===== config.mk =====
export PLATFORM = sky130hd
export DESIGN_NAME = rf_wr_arbiter
export DESIGN_NICKNAME = d
export VERILOG_FILES = /design/src/rtl/rf_wr_arbiter.sv
export SDC_FILE = /design/constraint.sdc
export NUM_CORES = 1
export LEC_CHECK = 0
export BUFFER_PORTS_ARGS = -buffer_cell sky130_fd_sc_hd__buf_2
export CAP_MARGIN = 20
export CORE_MARGIN = 2
export CORE_UTILIZATION = 35
export CTS_CLUSTER_SIZE = 40
export DETAILED_ROUTE_END_ITERATION = 7
export SLEW_MARGIN = 30
export SYNTH_ARGS = -nofsm -noshare
export SYNTH_HDL_FRONTEND = slang
export SYNTH_SLANG_ARGS = --single-unit

===== constraint.sdc =====
create_clock -name clk -period 1.9 [get_ports clk]
set_clock_uncertainty 0.05 [all_clocks]
set_input_delay 0.285 -clock clk [delete_from_list [all_inputs] [get_ports clk]]
set_output_delay 0.285 -clock clk [all_outputs]
set_load 0.01 [all_outputs]

===== src/rtl/rf_wr_arbiter.sv =====
// Round-robin arbiter sharing the register-file write port between the WB
// pipeline (req0) and the multi-cycle unit (req1); the winner is registered one cycle.
module rf_wr_arbiter #(
  parameter int DATA_W = 16,
  parameter int ADDR_W = 3
) (
  input  logic                    clk,
  input  logic                    rst,
  input  logic                    hold,
  input  logic                    req0_valid,
  input  logic [ADDR_W-1:0]       req0_addr,
  input  logic [DATA_W-1:0]       req0_data,
  output logic                    req0_ready,
  input  logic                    req1_valid,
  input  logic [ADDR_W-1:0]       req1_addr,
  input  logic [DATA_W-1:0]       req1_data,
  output logic                    req1_ready,
  output logic [(2**ADDR_W)-1:0]  wr_en,
  output logic [DATA_W-1:0]       wr_data,
  output logic                    wr_src,
  output logic                    conflict
);

  localparam int NREG = 2**ADDR_W;

  logic              grant0;
  logic              grant1;
  logic              xfer;
  logic [ADDR_W-1:0] sel_addr;
  logic [DATA_W-1:0] sel_data;

  logic              last_grant_q, last_grant_d;
  logic [NREG-1:0]   wr_en_q,      wr_en_d;
  logic [DATA_W-1:0] wr_data_q,    wr_data_d;
  logic              wr_src_q,     wr_src_d;
  logic              conflict_q,   conflict_d;

  // Readies are forced low while reset is asserted so no grant can glitch out.
  always_comb begin
    grant0 = 1'b0;
    grant1 = 1'b0;
    if (rst && !hold) begin
      grant0 = req0_valid && (!req1_valid || last_grant_q);
      grant1 = req1_valid && (!req0_valid || !last_grant_q);
    end
    xfer     = grant0 || grant1;
    sel_addr = grant1 ? req1_addr : req0_addr;
    sel_data = grant1 ? req1_data : req0_data;
  end

  generate
    for (genvar gi = 0; gi < NREG; gi++) begin : g_dec
      assign wr_en_d[gi] = xfer && (sel_addr == ADDR_W'(gi));
    end
  endgenerate

  always_comb begin
    last_grant_d = last_grant_q;
    wr_data_d    = wr_data_q;
    wr_src_d     = wr_src_q;
    conflict_d   = 1'b0;
    if (xfer) begin
      last_grant_d = grant1;
      wr_data_d    = sel_data;
      wr_src_d     = grant1;
      conflict_d   = req0_valid && req1_valid && (req0_addr == req1_addr);
    end
  end

  always_ff @(posedge clk or negedge rst) begin
    if (!rst) begin
      last_grant_q <= 1'b1;
      wr_en_q      <= '0;
      wr_data_q    <= '0;
      wr_src_q     <= 1'b0;
      conflict_q   <= 1'b0;
    end else begin
      last_grant_q <= last_grant_d;
      wr_en_q      <= wr_en_d;
      wr_data_q    <= wr_data_d;
      wr_src_q     <= wr_src_d;
      conflict_q   <= conflict_d;
    end
  end

  assign req0_ready = grant0;
  assign req1_ready = grant1;
  assign wr_en      = wr_en_q;
  assign wr_data    = wr_data_q;
  assign wr_src     = wr_src_q;
  assign conflict   = conflict_q;

endmodule


==> results of run 1 <==
[area by class of cell]
class | count | area (sq um)
multi-input combinational | 98 | 624
sequential | 27 | 677
clock buffer | 4 | 45.0
inverter | 19 | 71.3
fill | 410 | 2050
timing repair buffer | 81 | 438
tap | 50 | 62.6
[flip-flops by register name, summed over array words and instances, names as in the netlist]
name and flops:
conflict 1, last_grant_q 1, wr_data 16, wr_en 8, wr_src 1
[power by group through the flow]
stage               registers, uW  logic, uW  clock network (uW)
floorplan                     732        155                   0
global placement              705        369                   0
detailed placement            703        376                   0
CTS                           692        381                 332
global route                  702        422                 355
finish                        692        376                 320
[worst max-delay path, delay by kind of cell (launching register included)]
kind	cells	cell delay [ps]
flops	1	570
buf+inv	2	310
simple gates	2	260
[metrics by stage]
stage	instance area (sq um)	cells
after global routing	1920	279
final	1920	279
after CTS	1920	279
after detailed placement	1850	273
after floorplan	1430	156
after global placement	1850	273
[cells in the mapped netlist, types with 2 or more instances]
library cell	count
dfrtp_1	26
inv_1	19
nand3_1	18
o21ai_0	16
o311ai_0	14
a21oi_1	8
clkbuf_1	7
nor2_1	5
o2111ai_1	4
nand4_1	3
nand4b_1	3
nor2b_1	3
o211ai_1	3
and3_1	2
buf_2	2
nand2_1	2
nand2b_1	2
o311ai_1	2
xor2_1	2
[routing by layer]
metal / part of all wire [%] / track usage (%) / vias to the layer above
met2: 46 / 30.9 / 45
met3: 5.6 / 2.47 / 4
met4: 0.66 / 5.75 / 0
met5: 0 / 0 / -
li1: - / - / 726
met1: 47 / 25.0 / 710
[worst min path at each step]
stage          from          end  slack, ps  cells past startpoint
2_1_floorplan   rst     conflict        -60                      0
3_3_place_gp    rst  wr_data[11]        100                      1
3_5_place_dp    rst  wr_data[11]        110                      1
4_1_cts         rst   wr_data[1]         50                      2
5_1_grt         rst   wr_data[1]         70                      2
6_report        rst   wr_data[3]         40                      2
[cell families after synthesis]
kind of cell           after synthesis  synth area share (%)
AND/OR/NAND/NOR                     44                  17.6
XOR/XNOR                             3                  1.84
flip-flops                          27                  47.3
AO/OA/AOI/OAI                       51                  24.2
buffers and inverters               31                  9.09
==> out/metrics.cfg, run 1 <==
[detailed_routing]
remaining_drc_errors = 0
vias = 1485
viasPerCell = 5.32
drt-initial-drc-count = 152
wl_per_cell_um = 14.6
wirelength_um = 4070
firstDrtPassIters = 4
ant_nets = 0

[worst_setup_path]
cp-startpoint = last_grant_q
crit_path_cell_trace = and2_1 > nor2_2 > buf_4 > buf_2
cp.required_ps = 1560
r2r_slack_ps = 370
ff2ff_path_depth = 4
r2r_end = wr_data[2]
cp_max_fo = 11
critPathSlowestCell = dfstp_2
rr_startpoint = last_grant_q
cp-end-kind = output pin
worstSetupPathType = register to output pin
crit_arrival_ps = 1420
start_kind = register
timing.critical_path.to = req1_ready
max_stage_delay_ps = 570

[sta]
finalCritPeriodShare_pct = 92.3
slew_violations = 0
worst_slack_ps = 147
tns_ps = 0
worst_pin_slew_ps = 871
relSlewSlack_pct = 41.7
fmax_ghz = 0.570
hold_viol_final = 0
setup_viol = 0
holdWs_ps = 39.9
min_period_ps = 1750
rsz0062_at_grt = no

[yosys]
synth-edff-count = 0
synth_seq_cells = 27
postSynth.asyncResetShare_pct = 100
ys.flop_type = dfrtp_1
synth_cell_type_count = 34
synth_nets = 199
synthCells = 156
synth_top_area_share_pct = 45.5
yosysTopAreaCell = dfrtp_1
synthTopCellsByArea = dfrtp_1 45%, o311ai_0 8.6%, nand3_1 6.3%, o21ai_0 5.6%, inv_1 5.0%
syn_area_sq_um = 1430
avgSynthCellArea_sq_um = 9.18
yosys_warnings = 0
ys_seq_area_share_pct = 47.3

[pwr]
p_seq_share_pct = 49.9
p_leak_uw = 0.000941
combPwrFrac_pct = 27.1
switching_share_pct = 30.7
power_uw = 1390
netSwitchingPower_uw = 427
powerDensity_nw_per_um2 = 724
internal_power_uw = 962
ir_drop_mv = 0.279
clkPwrFrac_pct = 23.1

[layout]
layout_common_cells = 70 x buf_2, 26 x dfrtp_1, 19 x inv_1, 18 x nand3_1, 16 x o21ai_0
nets = 273
drive_above_1_share_pct = 37.1
areaGrowthSynthToFinish_pct = 34.0
final_util_pct = 48.3
antennaDiodeCount = 0
final_common_cell = buf_2

[clock_tree]
clock_sinks = 27
ctsResizeCount = 0
cts_max_level = 1
cts_buffers = 3
cts_tree = built
cts.clk_slew.worst_paths_ps = 90
cts_root_buffer = clkbuf_8
clock_latency_ps = 270
hold_buffers = 2
post_cts_buffers = 0
clock_path_buffers = 2

[die]
start_util_pct = 36.0
io_pins = 71
rows = 23
die_h_um = 68.0
die_w_um = 68.0
core-area_sq_um = 3970
die_area_sq_um = 4620

[global_routing]
grt_util_all_layers_pct = 18.6
grt_pass1_vias = 1400
grt_start_max_net_pins = 24
antenna_found_initial = 0
grt_pass1_wl_um = 6430
grt_overflow = 0

[outcome]
status = completed

[job]
max_cap_violations = 0

[placed_design]
dpl.hpwl_um = 2990
io_buffers = 70
place_ws_ps = 290
place_congestion = 0.811

[worst_hold_path]
hold_path_class = input port to async pin

Note: power is estimated with default switching activity, not from simulation.
==> run 2: changes to the inputs <==
MAX_ROUTING_LAYER = met4   (was default)
SKIP_CTS_REPAIR_TIMING = 1   (was default)
==> out/metrics.cfg, run 2 (synthesis gave the netlist of run 1 again) <==
[sta]
setup_viol = 0
relSlewSlack_pct = 41.7
finalCritPeriodShare_pct = 92.3
worst_pin_slew_ps = 871
tns_ps = 0
hold_viol_final = 0
rsz0062_at_grt = no
slew_violations = 0
fmax_ghz = 0.570
min_period_ps = 1750

[clock_tree]
clock_path_buffers = 2
clock_sinks = 27
cts_root_buffer = clkbuf_8
cts.clk_slew.worst_paths_ps = 90
cts_tree = built
cts_max_level = 1
clock_latency_ps = 270
cts_buffers = 3

[job]
max_cap_violations = 0

[global_routing]
use_met3_pct = 2.47
grt_pass1_wl_um = 6240
grt_overflow = 0
grt_start_max_net_pins = 24
grt_util_all_layers_pct = 18.4
grt_pass1_vias = 1389
met1_usage_pct = 23.6
met2_usage_pct = 30.3
antenna_found_initial = 0
busiest_layer = met2

[placed_design]
dpl.hpwl_um = 2990
io_buffers = 70
placed_cells = 273
place_congestion = 0.823
placed_cell_area_sq_um = 1850

[worst_setup_path]
start_kind = register
critPathSlowestCell = dfstp_2
cp.required_ps = 1560
cp_max_fo = 11
max_stage_delay_ps = 570
cp-end-kind = output pin
crit_arrival_ps = 1420
worstSetupPathType = register to output pin
crit_path_cell_trace = and2_1 > nor2_2 > buf_4 > buf_2

[die]
die_w_um = 68.0
start_util_pct = 36.0
rows = 23
core-area_sq_um = 3970
die_h_um = 68.0
io_pins = 71
die_area_sq_um = 4620

[detailed_routing]
wl_per_cell_um = 14.5
drt-initial-drc-count = 100
viasPerCell = 5.32
wirelength_um = 4050
remaining_drc_errors = 0
firstDrtPassIters = 4
ant_nets = 0
vias = 1485

[layout]
final_area_sq_um = 1920
nets = 273
largest_register_ffs = 16
final_cells = 279
drive_above_1_share_pct = 37.1
areaGrowthSynthToFinish_pct = 34.0
layout_common_cells = 70 x buf_2, 26 x dfrtp_1, 19 x inv_1, 18 x nand3_1, 16 x o21ai_0
fill_cells = 410
final_util_pct = 48.3
antennaDiodeCount = 0
final_common_cell = buf_2

[pwr]
power_uw = 1390
ir_drop_mv = 0.279
powerDensity_nw_per_um2 = 724
p_leak_uw = 0.000941

[outcome]
status = completed

[worst_hold_path]
hold_path_class = input port to async pin

## run 2: cell counts in the layout (fill, tap and decap cells not counted)
Identical to the previous run, type by type.
## run 2: power breakdown
group	switching, uW	leakage, uW	internal (uW)	total, uW
combinational	216	0.000581	160	376
sequential	39.7	0.000337	652	692
clock	171	0.0000228	150	321
## run 2: worst paths after layout
kind,cells after the start,to,slack [ps],from
setup / recovery,4,req1_ready,150,last_grant_q
setup reg to reg,4,wr_data[2],370,last_grant_q
min in group clk,2,last_grant_q,210,req0_valid
max in group asynchronous,2,wr_data[10],1130,rst
hold / removal,2,wr_data[3],30,rst
hold reg to reg,2,wr_data[3],480,wr_data[3]
## run 2: area by class of cell
class	instances	area, sq um	area share (%)
tap	50	62.6	3.26
sequential	27	677	35.3
multi-input combinational	98	624	32.6
inverter	19	71.3	3.72
timing repair buffer	81	438	22.8
clock buffer	4	45.0	2.35
## run 2: per-stage QoR
stage,setup WS [ps],hold slack [ps]
detailed placement,290,108
finish,147,31.5
CTS,144,-191
global route,76.6,72.3
floorplan,468,-60.6
global placement,308,104
## run 2: critical path, delay by kind of cell (launching register included)
family	cells	cell delay (ps)
DFF	1	570
buffers and inverters	2	310
and+or+nand+nor	2	260
## run 2: layer usage
layer,vias up,wire (um)
li1,726,-
met1,710,1900
met2,45,1890
met3,4,228
met4,0,27
met5,-,0
==> run 3: changes to the inputs <==
PLACE_DENSITY = 0.72   (was default)
==> out/metrics.cfg, run 3 (synthesis gave the netlist of run 1 again) <==
[worst_setup_path]
cp_max_fo = 8
crit_path_cell_trace = and2_1 > nor2_2 > buf_2
ff2ff_path_depth = 4
r2r_end = wr_data[12]
start_kind = register
cp_num_buf_inv = 1
cp.required_ps = 1560
max_stage_delay_ps = 390
cp-end-kind = output pin
worstSetupPathType = register to output pin
critical_path_cell_count = 3
cp-startpoint = last_grant_q
r2r_slack_ps = 400
rr_startpoint = last_grant_q
timing.critical_path.to = req1_ready
crit_arrival_ps = 1320
critical_path.top_delay_family = simple AND/OR/NAND/NOR gates
critPathSlowestCell = dfstp_2

[layout]
final_common_cell = buf_2
largest_register_ffs = 16
final_area_sq_um = 1920
drive_above_1_share_pct = 38.0
antennaDiodeCount = 0
layout_common_cells = 70 x buf_2, 26 x dfrtp_1, 19 x inv_1, 18 x nand3_1, 16 x o21ai_0
nets = 273
areaGrowthSynthToFinish_pct = 34.4

[sta]
min_period_ps = 1650
tns_ps = 0
finalCritPeriodShare_pct = 87.1
hold_viol_final = 0
worst_pin_slew_ps = 862
fmax_ghz = 0.604
setup_viol = 0
slew_violations = 0
relSlewSlack_pct = 42.3
rsz0062_at_grt = no

[die]
start_util_pct = 36.0
io_pins = 71
die_w_um = 68.0
die_area_sq_um = 4620
rows = 23
core-area_sq_um = 3970
die_h_um = 68.0

[pwr]
powerDensity_nw_per_um2 = 721
p_leak_uw = 0.000944
ir_drop_mv = 0.318

[detailed_routing]
drt-initial-drc-count = 178
viasPerCell = 5.31
wirelength_um = 3990
vias = 1481
ant_nets = 0
remaining_drc_errors = 0
firstDrtPassIters = 5
wl_per_cell_um = 14.3

[global_routing]
met1_usage_pct = 22.5
antenna_found_initial = 0
grt_pass1_vias = 1320
busiest_layer = met2
grt_overflow = 0
grt_start_max_net_pins = 24
met2_usage_pct = 29.9
grt_pass1_wl_um = 6110
grt_util_all_layers_pct = 17.9
use_met3_pct = 2.47

[clock_tree]
clock_latency_ps = 270
cts_max_level = 1
cts_tree = built
cts_root_buffer = clkbuf_8
clock_path_buffers = 2
clock_sinks = 27
cts_buffers = 3
cts.clk_slew.worst_paths_ps = 90

[placed_design]
dpl.hpwl_um = 2930
io_buffers = 70
place_congestion = 0.761
placed_cell_area_sq_um = 1860

[worst_hold_path]
hold_path_class = input port to async pin

[job]
max_cap_violations = 0

[outcome]
status = completed

-- run 3: cell count changes in the layout (fill, tap and decap cells not counted), sizes merged --
cell / change
clkinv: +1
clkbuf: -1
-- run 3: worst register-to-register path: cells and delay by family (launching register included) --
family                 cells  cell delay, ps
AOI/OAI and AO/OA          1             340
buffers and inverters      1             170
DFF                        1             560
and+or+nand+nor            2             250
-- run 3: power by group --
group          switching [uW]  internal (uW)
sequential               37.5            652
clock                     177            147
combinational             215            159
total                     429            958
-- run 3: cell type report --
| class | count | area [sq um] |
|---|---|---|
| clock inverters | 1 | 5.00 |
| flip-flops and latches | 27 | 677 |
| fillers | 400 | 2050 |
| well taps | 50 | 62.6 |
| multi-input cells | 98 | 628 |
| clock buffers | 3 | 41.3 |
| repair buffers | 81 | 438 |
| inverters | 19 | 71.3 |
-- run 3: worst min-delay path by stage --
stage	to	slack, ps	depth (start not counted)
floorplan	conflict	-60	0
global placement	wr_src	80	1
detailed placement	wr_src	90	1
CTS	wr_src	-210	1
global route	wr_data[7]	80	2
finish	wr_en[4]	60	2
-- run 3: metrics by stage --
stage	hold slack [ps]	std cells	util, %	setup WS, ps	power, uW
after floorplan	-60.6	156	-	468	888
after global routing	77.9	279	48.4	153	1480
final	57.6	279	48.4	245	1390
after CTS	-210	277	47.9	225	1390
after detailed placement	87.6	273	46.8	303	1070
after global placement	81.3	273	46.8	370	1070
-- run 3: layer usage --
layer,vias up,share of wire [%]
li1,724,-
met1,700,45
met2,55,47
met3,2,7.1
met4,0,0.45
met5,-,0
